[src/rtl/hmc960_target.sv]
// hmc960_target -- serial target (responder) for the HMC960 SEN/SCLK/SDI/SDO bus.
// Oversamples the bus on clk. It decodes 32-bit MSB-first frames in the form
// {data[23:0], reg_addr[4:0], chip[2:0]} and writes them into a register file.
// Read data goes out on SDO through the read-pointer scheme: a write to
// register 0 chooses which register the next frame shifts out.
//
// Ports:
//   clk        system clock (50 MHz)
//   reset      synchronous, active-high
//   sclk/sen/sdi  serial bus from the master (asynchronous to clk, sen active low)
//   sdo        serial data back to the master
//   wr_strobe  one-cycle pulse per committed write; wr_addr/wr_data hold it
//   frame_err  one-cycle pulse per discarded frame
//   busy       high while a frame is being shifted
module hmc960_target #(
    parameter int         BITS        = 32,
    parameter logic [2:0] CHIP_ADDR   = 3'b110,
    parameter int         NUM_REGS    = 32,
    parameter int         SYNC_STAGES = 2
) (
    input  logic        clk,
    input  logic        reset,
    input  logic        sclk,
    input  logic        sen,
    input  logic        sdi,
    output logic        sdo,
    output logic        wr_strobe,
    output logic [4:0]  wr_addr,
    output logic [23:0] wr_data,
    output logic        frame_err,
    output logic        busy
);
    localparam int AW = (NUM_REGS > 1) ? $clog2(NUM_REGS) : 1;

    typedef enum logic [1:0] {WAIT_IDLE, IDLE, SHIFT, COMMIT} state_t;

    state_t                 state;
    logic [SYNC_STAGES-1:0] sclk_sync, sen_sync, sdi_sync;
    logic                   sclk_d, sen_d;
    logic [BITS-1:0]        in_sr, out_sr;
    logic [5:0]             bit_cnt;
    logic [4:0]             rd_ptr;
    logic [23:0]            regs [NUM_REGS];
    logic [23:0]            rd_data;

    // All three inputs pass through the same synchronizer depth, so sdi keeps
    // its alignment with sclk.
    logic sclk_s, sen_s, sdi_s;
    assign sclk_s = sclk_sync[SYNC_STAGES-1];
    assign sen_s  = sen_sync[SYNC_STAGES-1];
    assign sdi_s  = sdi_sync[SYNC_STAGES-1];

    logic sclk_rise, sclk_fall, sen_rise, sen_fall;
    assign sclk_rise = sclk_s & ~sclk_d;
    assign sclk_fall = ~sclk_s & sclk_d;
    assign sen_rise  = sen_s & ~sen_d;
    assign sen_fall  = ~sen_s & sen_d;

    logic [4:0]  in_addr;
    logic [23:0] in_data;
    logic        frame_ok;
    assign in_addr  = in_sr[7:3];
    assign in_data  = in_sr[BITS-1:8];
    assign frame_ok = (bit_cnt == 6'(BITS)) && (in_sr[2:0] == CHIP_ADDR);

    // Register 0 reads back the pointer itself. Addresses outside the file read as zero.
    always_comb begin
        rd_data = '0;
        if (rd_ptr == 5'd0)
            rd_data = {19'd0, rd_ptr};
        else if (int'(rd_ptr) < NUM_REGS)
            rd_data = regs[rd_ptr[AW-1:0]];
    end

    always_ff @(posedge clk) begin
        if (reset) begin
            state     <= WAIT_IDLE;
            sclk_sync <= '0;
            sen_sync  <= '0;
            sdi_sync  <= '0;
            sclk_d    <= 1'b0;
            sen_d     <= 1'b0;
            in_sr     <= '0;
            out_sr    <= '0;
            bit_cnt   <= '0;
            rd_ptr    <= '0;
            sdo       <= 1'b0;
            wr_strobe <= 1'b0;
            wr_addr   <= '0;
            wr_data   <= '0;
            frame_err <= 1'b0;
            busy      <= 1'b0;
            for (int i = 0; i < NUM_REGS; i++) regs[i] <= '0;
        end else begin
            sclk_sync <= {sclk_sync[SYNC_STAGES-2:0], sclk};
            sen_sync  <= {sen_sync[SYNC_STAGES-2:0], sen};
            sdi_sync  <= {sdi_sync[SYNC_STAGES-2:0], sdi};
            sclk_d    <= sclk_s;
            sen_d     <= sen_s;
            wr_strobe <= 1'b0;
            frame_err <= 1'b0;

            case (state)
                // After reset, wait for the bus to go idle so that a transfer
                // already in flight cannot be taken as a frame.
                WAIT_IDLE: begin
                    busy <= 1'b0;
                    sdo  <= 1'b0;
                    if (sen_s) state <= IDLE;
                end
                IDLE: begin
                    sdo <= 1'b0;
                    if (sen_fall) begin
                        bit_cnt <= '0;
                        out_sr  <= {rd_data, 8'h00};
                        sdo     <= rd_data[23];
                        busy    <= 1'b1;
                        state   <= SHIFT;
                    end
                end
                SHIFT: begin
                    if (sclk_rise) begin
                        in_sr <= {in_sr[BITS-2:0], sdi_s};
                        if (bit_cnt != 6'(BITS + 1)) bit_cnt <= bit_cnt + 6'd1;
                    end
                    // The master has already sampled sdo on its own falling
                    // edge, so the next bit is presented after the synchronized fall.
                    if (sclk_fall) begin
                        out_sr <= {out_sr[BITS-2:0], 1'b0};
                        sdo    <= out_sr[BITS-2];
                    end
                    // An sclk rise in this same cycle is still counted above,
                    // because COMMIT reads the registered result.
                    if (sen_rise) begin
                        sdo   <= 1'b0;
                        busy  <= 1'b0;
                        state <= COMMIT;
                    end
                end
                COMMIT: begin
                    sdo <= 1'b0;
                    if (frame_ok) begin
                        wr_strobe <= 1'b1;
                        wr_addr   <= in_addr;
                        wr_data   <= in_data;
                        if (int'(in_addr) < NUM_REGS) regs[in_addr[AW-1:0]] <= in_data;
                        if (in_addr == 5'd0) rd_ptr <= in_data[4:0];
                    end else begin
                        frame_err <= 1'b1;
                    end
                    state <= IDLE;
                end
                default: state <= WAIT_IDLE;
            endcase
        end
    end
endmodule

[config.mk]
export PLATFORM = sky130hd
export DESIGN_NAME = hmc960_target
export DESIGN_NICKNAME = d
export VERILOG_FILES = /design/src/rtl/hmc960_target.sv
export SDC_FILE = /design/constraint.sdc
export NUM_CORES = 1
export LEC_CHECK = 0
export ABC_CLOCK_PERIOD_IN_PS = 5300
export CAP_MARGIN = 20
export CORE_MARGIN = 1.5
export CORE_UTILIZATION = 35
export CTS_BUF_LIST = sky130_fd_sc_hd__clkbuf_8 sky130_fd_sc_hd__clkbuf_16
export DETAILED_ROUTE_END_ITERATION = 8
export PLACE_DENSITY = 0.53
export REMOVE_ABC_BUFFERS = 1
export SYNTH_ARGS = -nofsm -noshare
export SYNTH_HDL_FRONTEND = slang
export SYNTH_SLANG_ARGS = --single-unit
[constraint.sdc]
create_clock -name clk -period 5.3 [get_ports clk]
set_input_delay 0.53 -clock clk [delete_from_list [all_inputs] [get_ports clk]]
set_output_delay 0.53 -clock clk [all_outputs]
set_load 0.01 [all_outputs]
==> metrics.cfg <==
[yosys]
syn_area_per_cell_sq_um=14.20
synth_area_sq_um=39840
yosysWarnings=0
ys_ff_latch=882
async_flop_share_pct=0
syn_inst=2805
synth_cell_types=64
synth_ff_type=edfxtp_1
ys_seq_area_share_pct=63.62
synth_edf_count=768

[worst_setup_path]
critical_path.top_delay_family=simple AND/OR/NAND/NOR gates
crit_buf_inv=0
critPathSlowestCell=or2_2
worstPathArrival_ns=3.77
max_stage_delay_ns=0.65
crit_type=reg2reg
cp-start-kind=flop
cp-end-kind=flop
crit_required_ns=5.58
crit_path_max_fanout=25
path_cells=nor4b_4, and4b_1, nand3b_4, nor2_4, or2_2

[cts]
clk_pin_slew_ns=0.06
clk_latency_ns=0.67
cts-root-buf=clkbuf_16
cts_tree=yes
hold_buffers=0
cts_max_level=3
cts_inserted_buffers=96
post_cts_buffers=0
cts-resized-gates=0
clock-sinks=882
cts_buffer_depth=3

[cells_and_area]
nets=2759
syn_to_final_growth_pct=10.79
fill_cells=10450
layout-drive-gt1-share_pct=15.76
final_area_sq_um=44140

[floorplan]
rows=123
die_x_microns=340.4
core_area_sq_um=112700
io_pins=38
dieHeight_microns=340.4
die-area_sq_um=115900
start_util_pct=35.36

[routing]
wirelength_mm=116.3
vias_per_cell=5.296
wl_per_cell_microns=26.85
drc=0
antenna_left=0
routed-via-count=22940
first_pass_iters=6
drt_first_iter_violations=2495

[global_routing]
grt_start_max_net_pins=73
grt_usage_pct=19.87
grt_pass1_wl_mm=165.7
grt-ovfl-total=0
first_global_vias=22780
antenna_found_initial=13

[sta]
slew_violations=0
fin_ws_ns=1.808
finalClockSkew_ns=0.02602
totalNegativeSetupSlack_ns=0
hold_viol_final=0
timing.slew.headroom_pct=21.38
max_freq_mhz=286.3
finalCritPeriodShare_pct=65.89
rsz0062_at_grt=no
worstMarginPinSlew_ns=1.179
post-route-min-period_ns=3.492
setup_viol=0

[placement]
place_area_sq_um=41140
gp_congestion=0.8804
io_buffer_count=37
place_hpwl_mm=73.30
pre_cts_slack_ns=1.809

[worst_hold_path]
hp-class=in2reg

[pwr]
cellLeakagePower_nw=14.61
vdd_drop_max_uv=237.4
p_per_area_nw_per_um2=338.0

[outcome]
status=completed

[run]
drv_cap=0

==> sequential cells by signal, summed over array words and instances (netlist names), 2 cells and up, named ones only <==
signal,count
regs,768
in_sr,32
wr_data,24
out_sr,23
bit_cnt,6
rd_ptr,5
wr_addr,5
sclk_sync,2
sdi_sync,2
sen_sync,2
state,2
==> layout make-up <==
type | count | area [sq um] | area share [%]
Inverter | 11 | 41.29 | 0.09355
Timing Repair Buffer | 97 | 900.9 | 2.041
Tap cell | 1500 | 1877 | 4.252
Multi-Input combinational cell | 1658 | 13000 | 29.45
Sequential cell | 882 | 25350 | 57.44
Clock inverter | 78 | 516.7 | 1.171
Antenna cell | 7 | 17.52 | 0.03969
Clock buffer | 98 | 2430 | 5.505
==> worst reg2reg max path, delay by kind of cell (launching register included) <==
| kind | cells | cell delay [ns] |
|---|---|---|
| AND/OR/NAND/NOR | 5 | 2.74 |
| flip-flops | 1 | 0.38 |
==> kinds of logic (layout without fill, tap and decap cells) <==
logic type | Yosys count | in the layout | synth area share (%)
AOI/OAI and AO/OA | 249 | 249 | 4.447
muxes | 263 | 263 | 10.77
and+or+nand+nor | 1134 | 1134 | 17.03
xor gates and xnor gates | 4 | 4 | 0.08793
adders and majority gates | 8 | 8 | 0.2513
buffers and inverters | 265 | 284 | 3.794
DFF | 882 | 882 | 63.62
other | 0 | 7 | 0
==> per-layer routing <==
| metal | GRT usage, % | share of wire (%) | vias up |
|---|---|---|---|
| met5 | 0 | 0 | - |
| met4 | 5.519 | 2.5 | 0 |
| met3 | 3.642 | 7.4 | 157 |
| met2 | 32.11 | 47 | 836 |
| met1 | 27.40 | 43 | 11900 |
| li1 | - | - | 10040 |
==> final timing paths <==
path	from	end	slack (ns)	cells past startpoint
setup reg to reg	bit_cnt[2]$_SDFFE_PP0P_	regs[10][12]$_SDFFCE_PN0P_	1.81	5
hold / removal	sen	sen_sync[0]$_SDFF_PP0_	0.43	2
setup / recovery	bit_cnt[2]$_SDFFE_PP0P_	regs[10][12]$_SDFFCE_PN0P_	1.81	5
hold reg to reg	sclk_sync[0]$_SDFF_PP0_	sclk_sync[1]$_SDFF_PP0_	0.43	1
==> placed cells by master, fill, tap and decap left out, drive strengths merged, types with 45 or more instances in the layout <==
cell type / n
mux2i: 90
mux2: 45
buf: 61
and2: 770
mux4: 128
clkbuf: 98
nand2: 177
inv: 50
a21oi: 88
nor2: 52
edfxtp: 768
dfxtp: 114
==> Yosys cell counts, drive strengths merged, types with 23 or more instances <==
library cell  instances  area share, %
nand3                28           0.38
buf                  94            2.1
nand2               177            1.7
nand4                23           0.36
mux2                 45            1.3
edfxtp              768             58
mux2i                90            2.3
clkbuf              160            1.6
or2                  31           0.49
and2                770             12
mux4                128            7.2
dfxtp               114            5.7
nor2                 52           0.95
a21oi                88            1.1
a22oi                43           0.81
==> through the flow <==
stage	total power, mW	cells	hold slack, ns	utilization (%)
final	14.92	4331	0.4257	39.18
after global routing	15.32	4324	0.4115	39.16
after CTS	14.99	4322	0.3856	39.13
after detailed placement	8.724	4146	0.4204	36.52
after global placement	8.703	4146	0.4234	36.52
after floorplan	8.426	2551	0.4113	-
==> power breakdown <==
| part | switching, mW | internal (mW) | leakage [nW] |
|---|---|---|---|
| Sequential | 0.117 | 7.84 | 8.21 |
| Clock | 2.77 | 3.56 | 1.57 |
| Combinational | 0.440 | 0.190 | 4.83 |
Power figures use the tool's default switching activity.
